**src/rtl/trig_burst_sequencer.sv**
```systemverilog
// Burst sequencer for the clock/trigger routing block: latches a routing mode, waits a settle
// interval, then issues N trigger pulses of programmed width and gap. Define TRIG_CONT_EN to make
// burst_count==0 mean continuous pulsing until abort.
module trig_burst_sequencer #(
  parameter int CNT_W      = 8,
  parameter int SETTLE_CYC = 4
) (
  input  logic             fastclk,
  input  logic             reset,
  input  logic             start,
  input  logic [1:0]       mode_in,
  input  logic [CNT_W-1:0] burst_count,
  input  logic [CNT_W-1:0] pulse_width,
  input  logic [CNT_W-1:0] pulse_gap,
  input  logic             abort,
  output logic [1:0]       switches_out,
  output logic             trigger_out,
  output logic             busy,
  output logic             done,
  output logic             aborted,
  output logic [CNT_W-1:0] pulses_issued
);

  localparam int SW = (SETTLE_CYC > 1) ? $clog2(SETTLE_CYC) : 1;
  localparam logic [SW-1:0] SettleLoad = SW'(SETTLE_CYC - 1);
`ifdef TRIG_CONT_EN
  localparam bit ContEn = 1'b1;
`else
  localparam bit ContEn = 1'b0;
`endif

  typedef enum logic [2:0] {IDLE, CONFIG, PULSE_HI, PULSE_LO, DONE} state_t;

  state_t           state_q;
  logic [1:0]       switches_q;
  logic             trigger_q;
  logic             busy_q;
  logic             done_q;
  logic             aborted_q;
  logic [CNT_W-1:0] pulses_q;
  logic [CNT_W-1:0] count_q;
  logic [CNT_W-1:0] width_q;
  logic [CNT_W-1:0] gap_q;
  logic [SW-1:0]    settle_q;
  logic [CNT_W-1:0] phase_q;

  // Phase timers are loaded with length-1 and count down to zero; a zero length behaves as one.
  logic [CNT_W-1:0] widthLoad;
  logic [CNT_W-1:0] gapLoad;
  logic             contMode;
  logic             morePulses;
  logic             activeState;

  assign widthLoad   = (width_q == '0) ? '0 : width_q - CNT_W'(1);
  assign gapLoad     = (gap_q == '0) ? '0 : gap_q - CNT_W'(1);
  assign contMode    = ContEn && (count_q == '0);
  assign morePulses  = contMode || (pulses_q < count_q);
  assign activeState = (state_q == CONFIG) || (state_q == PULSE_HI) || (state_q == PULSE_LO);

  always_ff @(posedge fastclk) begin
    if (reset) begin
      state_q    <= IDLE;
      switches_q <= 2'b00;
      trigger_q  <= 1'b0;
      busy_q     <= 1'b0;
      done_q     <= 1'b0;
      aborted_q  <= 1'b0;
      pulses_q   <= '0;
      count_q    <= '0;
      width_q    <= '0;
      gap_q      <= '0;
      settle_q   <= '0;
      phase_q    <= '0;
    end else begin
      done_q <= 1'b0;
      if (abort && activeState) begin
        state_q   <= DONE;
        trigger_q <= 1'b0;
        busy_q    <= 1'b0;
        done_q    <= 1'b0 | 1'b1;
        aborted_q <= 1'b1;
      end else begin
        case (state_q)
          IDLE: begin
            if (start) begin
              count_q    <= burst_count;
              width_q    <= pulse_width;
              gap_q      <= pulse_gap;
              switches_q <= mode_in;
              busy_q     <= 1'b1;
              aborted_q  <= 1'b0;
              pulses_q   <= '0;
              settle_q   <= SettleLoad;
              state_q    <= CONFIG;
            end
          end
          CONFIG: begin
            if (settle_q != '0) begin
              settle_q <= settle_q - SW'(1);
            end else if ((count_q != '0) || ContEn) begin
              state_q   <= PULSE_HI;
              trigger_q <= 1'b1;
              pulses_q  <= pulses_q + CNT_W'(1);
              phase_q   <= widthLoad;
            end else begin
              state_q <= DONE;
              busy_q  <= 1'b0;
              done_q  <= 1'b1;
            end
          end
          PULSE_HI: begin
            if (phase_q != '0) begin
              phase_q <= phase_q - CNT_W'(1);
            end else begin
              state_q   <= PULSE_LO;
              trigger_q <= 1'b0;
              phase_q   <= gapLoad;
            end
          end
          PULSE_LO: begin
            if (phase_q != '0) begin
              phase_q <= phase_q - CNT_W'(1);
            end else if (morePulses) begin
              state_q   <= PULSE_HI;
              trigger_q <= 1'b1;
              pulses_q  <= pulses_q + CNT_W'(1);
              phase_q   <= widthLoad;
            end else begin
              state_q <= DONE;
              busy_q  <= 1'b0;
              done_q  <= 1'b1;
            end
          end
          default: begin
            state_q <= IDLE;
          end
        endcase
      end
    end
  end

  assign switches_out  = switches_q;
  assign trigger_out   = trigger_q;
  assign busy          = busy_q;
  assign done          = done_q;
  assign aborted       = aborted_q;
  assign pulses_issued = pulses_q;

endmodule
```
**config.mk**
```make
export PLATFORM = sky130hd
export DESIGN_NAME = trig_burst_sequencer
export DESIGN_NICKNAME = d
export VERILOG_FILES = /design/src/rtl/trig_burst_sequencer.sv
export SDC_FILE = /design/constraint.sdc
export NUM_CORES = 1
export LEC_CHECK = 0
export ABC_AREA = 0
export CAP_MARGIN = 25
export CORE_ASPECT_RATIO = 1.4
export CORE_UTILIZATION = 40
export DETAILED_ROUTE_END_ITERATION = 10
export DONT_BUFFER_PORTS = 1
export GPL_TIMING_DRIVEN = 0
export PLACE_DENSITY_LB_ADDON = 0.05
export SLEW_MARGIN = 20
export SYNTH_ARGS = -nofsm -noshare
export SYNTH_HDL_FRONTEND = slang
export SYNTH_SLANG_ARGS = --single-unit
```
**constraint.sdc**
```tcl
create_clock -name fastclk -period 2.9 [get_ports fastclk]
set_input_delay 0.58 -clock fastclk [delete_from_list [all_inputs] [get_ports fastclk]]
set_output_delay 0.58 -clock fastclk [all_outputs]
set_load 0.01 [all_outputs]
```
==> impl_metrics.yaml <==
logic_synthesis:
  syn_area_um2: 2975
  seq_area_frac_synth: 0.3431
  syn_inst: 381
  ys_types: 55
  synth_top_area_cell: "dfxtp_1"
  avgSynthCellArea_um2: 7.809
  synthFlopType: "dfxtp_1"
  synth_edf_count: 0
  yosysWarningCount: 0
  synth_top_area_share: 0.3431
  synth-seq-cells: 51
  synth_nets: 426
  synth_area_leaders: "dfxtp_1 (34%), nand2_1 (9.1%), a21oi_1 (7.6%)"
  async_reset_ff_frac: 0
timing:
  slew_headroom: 0.5303
  clock_skew_ps: 6.641
  rsz0062_at_grt: "false"
  worst_slack_ps: 424.9
  period_share: 0.8535
  fmax_mhz: 404.0
  finalHoldViolations: 0
  setup_viol: 0
  finalHoldWorstSlack_ps: 398.0
  worstMarginPinSlew_ps: 698.1
  period_minus_slack_ps: 2475
  fin_tns_setup_ps: 0
  finalMaxSlewViolations: 0
setup_path:
  cp_data_arrival_time_ps: 2710
  ff2ff_setup_slack_ps: 420
  crit_start: "pulses_issued[1]$_SDFFE_PP0P_"
  crit_type: "reg2reg"
  slowest_stage: "dfxtp_1"
  worstPathCellList: "ha_1 -> a2111oi_4 -> o21ai_1 -> a31oi_2 -> o21ai_0 -> a21oi_1"
  crit_end: "phase_q[7]$_SDFFE_PP0P_"
  timing.rr.start: "pulses_issued[1]$_SDFFE_PP0P_"
  crit_path_end_kind: "flip-flop"
  critical_path_buf_inv_count: 0
  r2r-end: "phase_q[7]$_SDFFE_PP0P_"
  cp_slowest_stage_delay_ps: 520
  cp.depth: 6
  cp-start-kind: "flip-flop"
  cp_top_family: "compound AO/OA/AOI/OAI gates"
  rr_worst_depth: 6
  required_ps: 3130
  crit_fanout: 9
pwr:
  power.switching_uw: 672.3
  pwr-share-clk: 0.233
  intPower_uw: 1199
  p_leak_uw: 0.001168
  p_comb_frac: 0.327
  powerDensity_nw_per_um2: 586.6
  power_frac_seq: 0.440
  ir_worst_vdd_mv: 0.2922
  switching_share: 0.3594
clocking:
  clockBufferDepth: 2
  ctsHoldBuffers: 0
  postCtsSetupBuffers: 0
  cts_root_buf: "clkbuf_8"
  cts-resized-gates: 0
  h-tree-depth: 2
  clock_latency_ps: 300
  cts.sinks: 51
  path_clk_slew_ps: 90
  numCtsBuffers: 5
  cts_tree: "done"
finish:
  antenna_cells: 0
  area_growth_pct: 7.191
  fill_cells: 769
  regArea_um2: 1021
  final_core_util: 0.4510
  final_common_cell: "nand2_1"
  instances_no_fill: 484
  drive_gt1_frac: 0.05913
  final_cell_mix: "nand2_1 (72), dfxtp_1 (51), a21oi_1 (45)"
  multi_input_area_um2: 1810
  layout.nets: 433
floorplanning:
  die_w_um: 74.89
  io_pins: 44
  die_area_um2: 7792
  coreArea_um2: 7072
  start_util: 0.4207
  rows: 36
  fp.dieH_um: 104.0
route:
  via_per_inst: 5.490
  vias: 2657
  drc_errors: 0
  drtPass1Iterations: 4
  wl_per_cell_um: 15.85
  drt_wl_total_um: 7672
  ant_nets: 0
  drt_iter0_markers: 115
status:
  status: "complete, no violations"
placement:
  dp_worst_setup_slack_ps: 408.8
  placement.io_buffers: 0
  dpl.hpwl_um: 5980
  gp_congestion: 0.8798
  dp_cells: 476
min_path:
  hp-class: "in2reg"
  hold_depth: 2
grt:
  antenna_found_initial: 0
  grt_pass1_wl_um: 12530
  grt_pass1_vias: 2586
  grt_max_degree: 16
  grtUsageTotal: 0.2101
  overflow: 0
flow_run:
  drv_cap: 0
[worst register-to-register path, stage by stage (launching register included)]
cell and delay [ps]:
dfxtp_1 520, ha_1 320, a2111oi_4 380, o21ai_1 230
a31oi_2 510, o21ai_0 260, a21oi_1 180
[flip-flops by register name, indices dropped and copies added (netlist names)]
register,flops
width_q,8
done,1
pulses_issued,8
switches_out,2
state_q,3
count_q,8
trigger_out,1
gap_q,8
settle_q,2
aborted,1
phase_q,8
busy,1
[worst min-delay path by stage]
stage / start / end / slack [ps]
2_1_floorplan: width_q[1]$_SDFFE_PP0P_ / width_q[1]$_SDFFE_PP0P_ / 450
3_3_place_gp: width_q[1]$_SDFFE_PP0P_ / width_q[1]$_SDFFE_PP0P_ / 460
3_5_place_dp: width_q[1]$_SDFFE_PP0P_ / width_q[1]$_SDFFE_PP0P_ / 470
4_1_cts: burst_count[3] / count_q[3]$_SDFFE_PP0P_ / 390
5_1_grt: pulse_gap[5] / gap_q[5]$_SDFFE_PP0P_ / 390
6_report: burst_count[3] / count_q[3]$_SDFFE_PP0P_ / 400
[routing by layer]
layer | GRT usage | routed length [um] | share of wire
met1 | 0.2375 | 3113 | 0.41
met2 | 0.3797 | 4152 | 0.54
met3 | 0.03876 | 283 | 0.037
met4 | 0.07008 | 123 | 0.016
met5 | 0 | 0 | 0
[cells in the mapped netlist, drive strengths merged, types with 5 or more instances]
cell and n:
a21oi 46, a211oi 6, dfxtp 51, o21ai 13, inv 21, nor3b 6
mux2i 7, clkbuf 16, or3 7, nor2 29, ha 15, nand2 72
nor3 12, xnor2 11, nand3 5, nand2b 8
[area by class of cell]
| cell class | instances | share of cell area |
|---|---|---|
| plain buffers | 17 | 0.02040 |
| clock inverters | 1 | 0.002746 |
| multi-input cells | 292 | 0.5677 |
| clock buffers | 7 | 0.02707 |
| inverters | 21 | 0.02472 |
| well taps | 95 | 0.03727 |
| flip-flops and latches | 51 | 0.3201 |
[cells by family (layout without fill, tap and decap cells)]
logic type	after synthesis	count (layout)	share of synthesized area
simple gates	162	162	0.2679
flops	51	51	0.3431
mux	7	7	0.02355
fa+ha+maj	15	15	0.06308
xor+xnor	14	14	0.04121
compound gates	94	94	0.2128
buf+inv	38	46	0.04836
[power by group through the flow]
stage               clock (uW)  sequential [uW]  combinational [uW]
floorplan                    0              821                 489
global placement             0              839                 607
detailed placement           0              840                 612
CTS                        458              824                 614
global route               480              832                 681
finish                     437              823                 611
[through the flow]
stage	total power (uW)	area (um2)
after floorplan	1310	2975
after global placement	1447	3094
after detailed placement	1452	3094
after CTS	1896	3189
after global routing	1994	3189
final	1871	3189
Power figures use the tool's default switching activity.
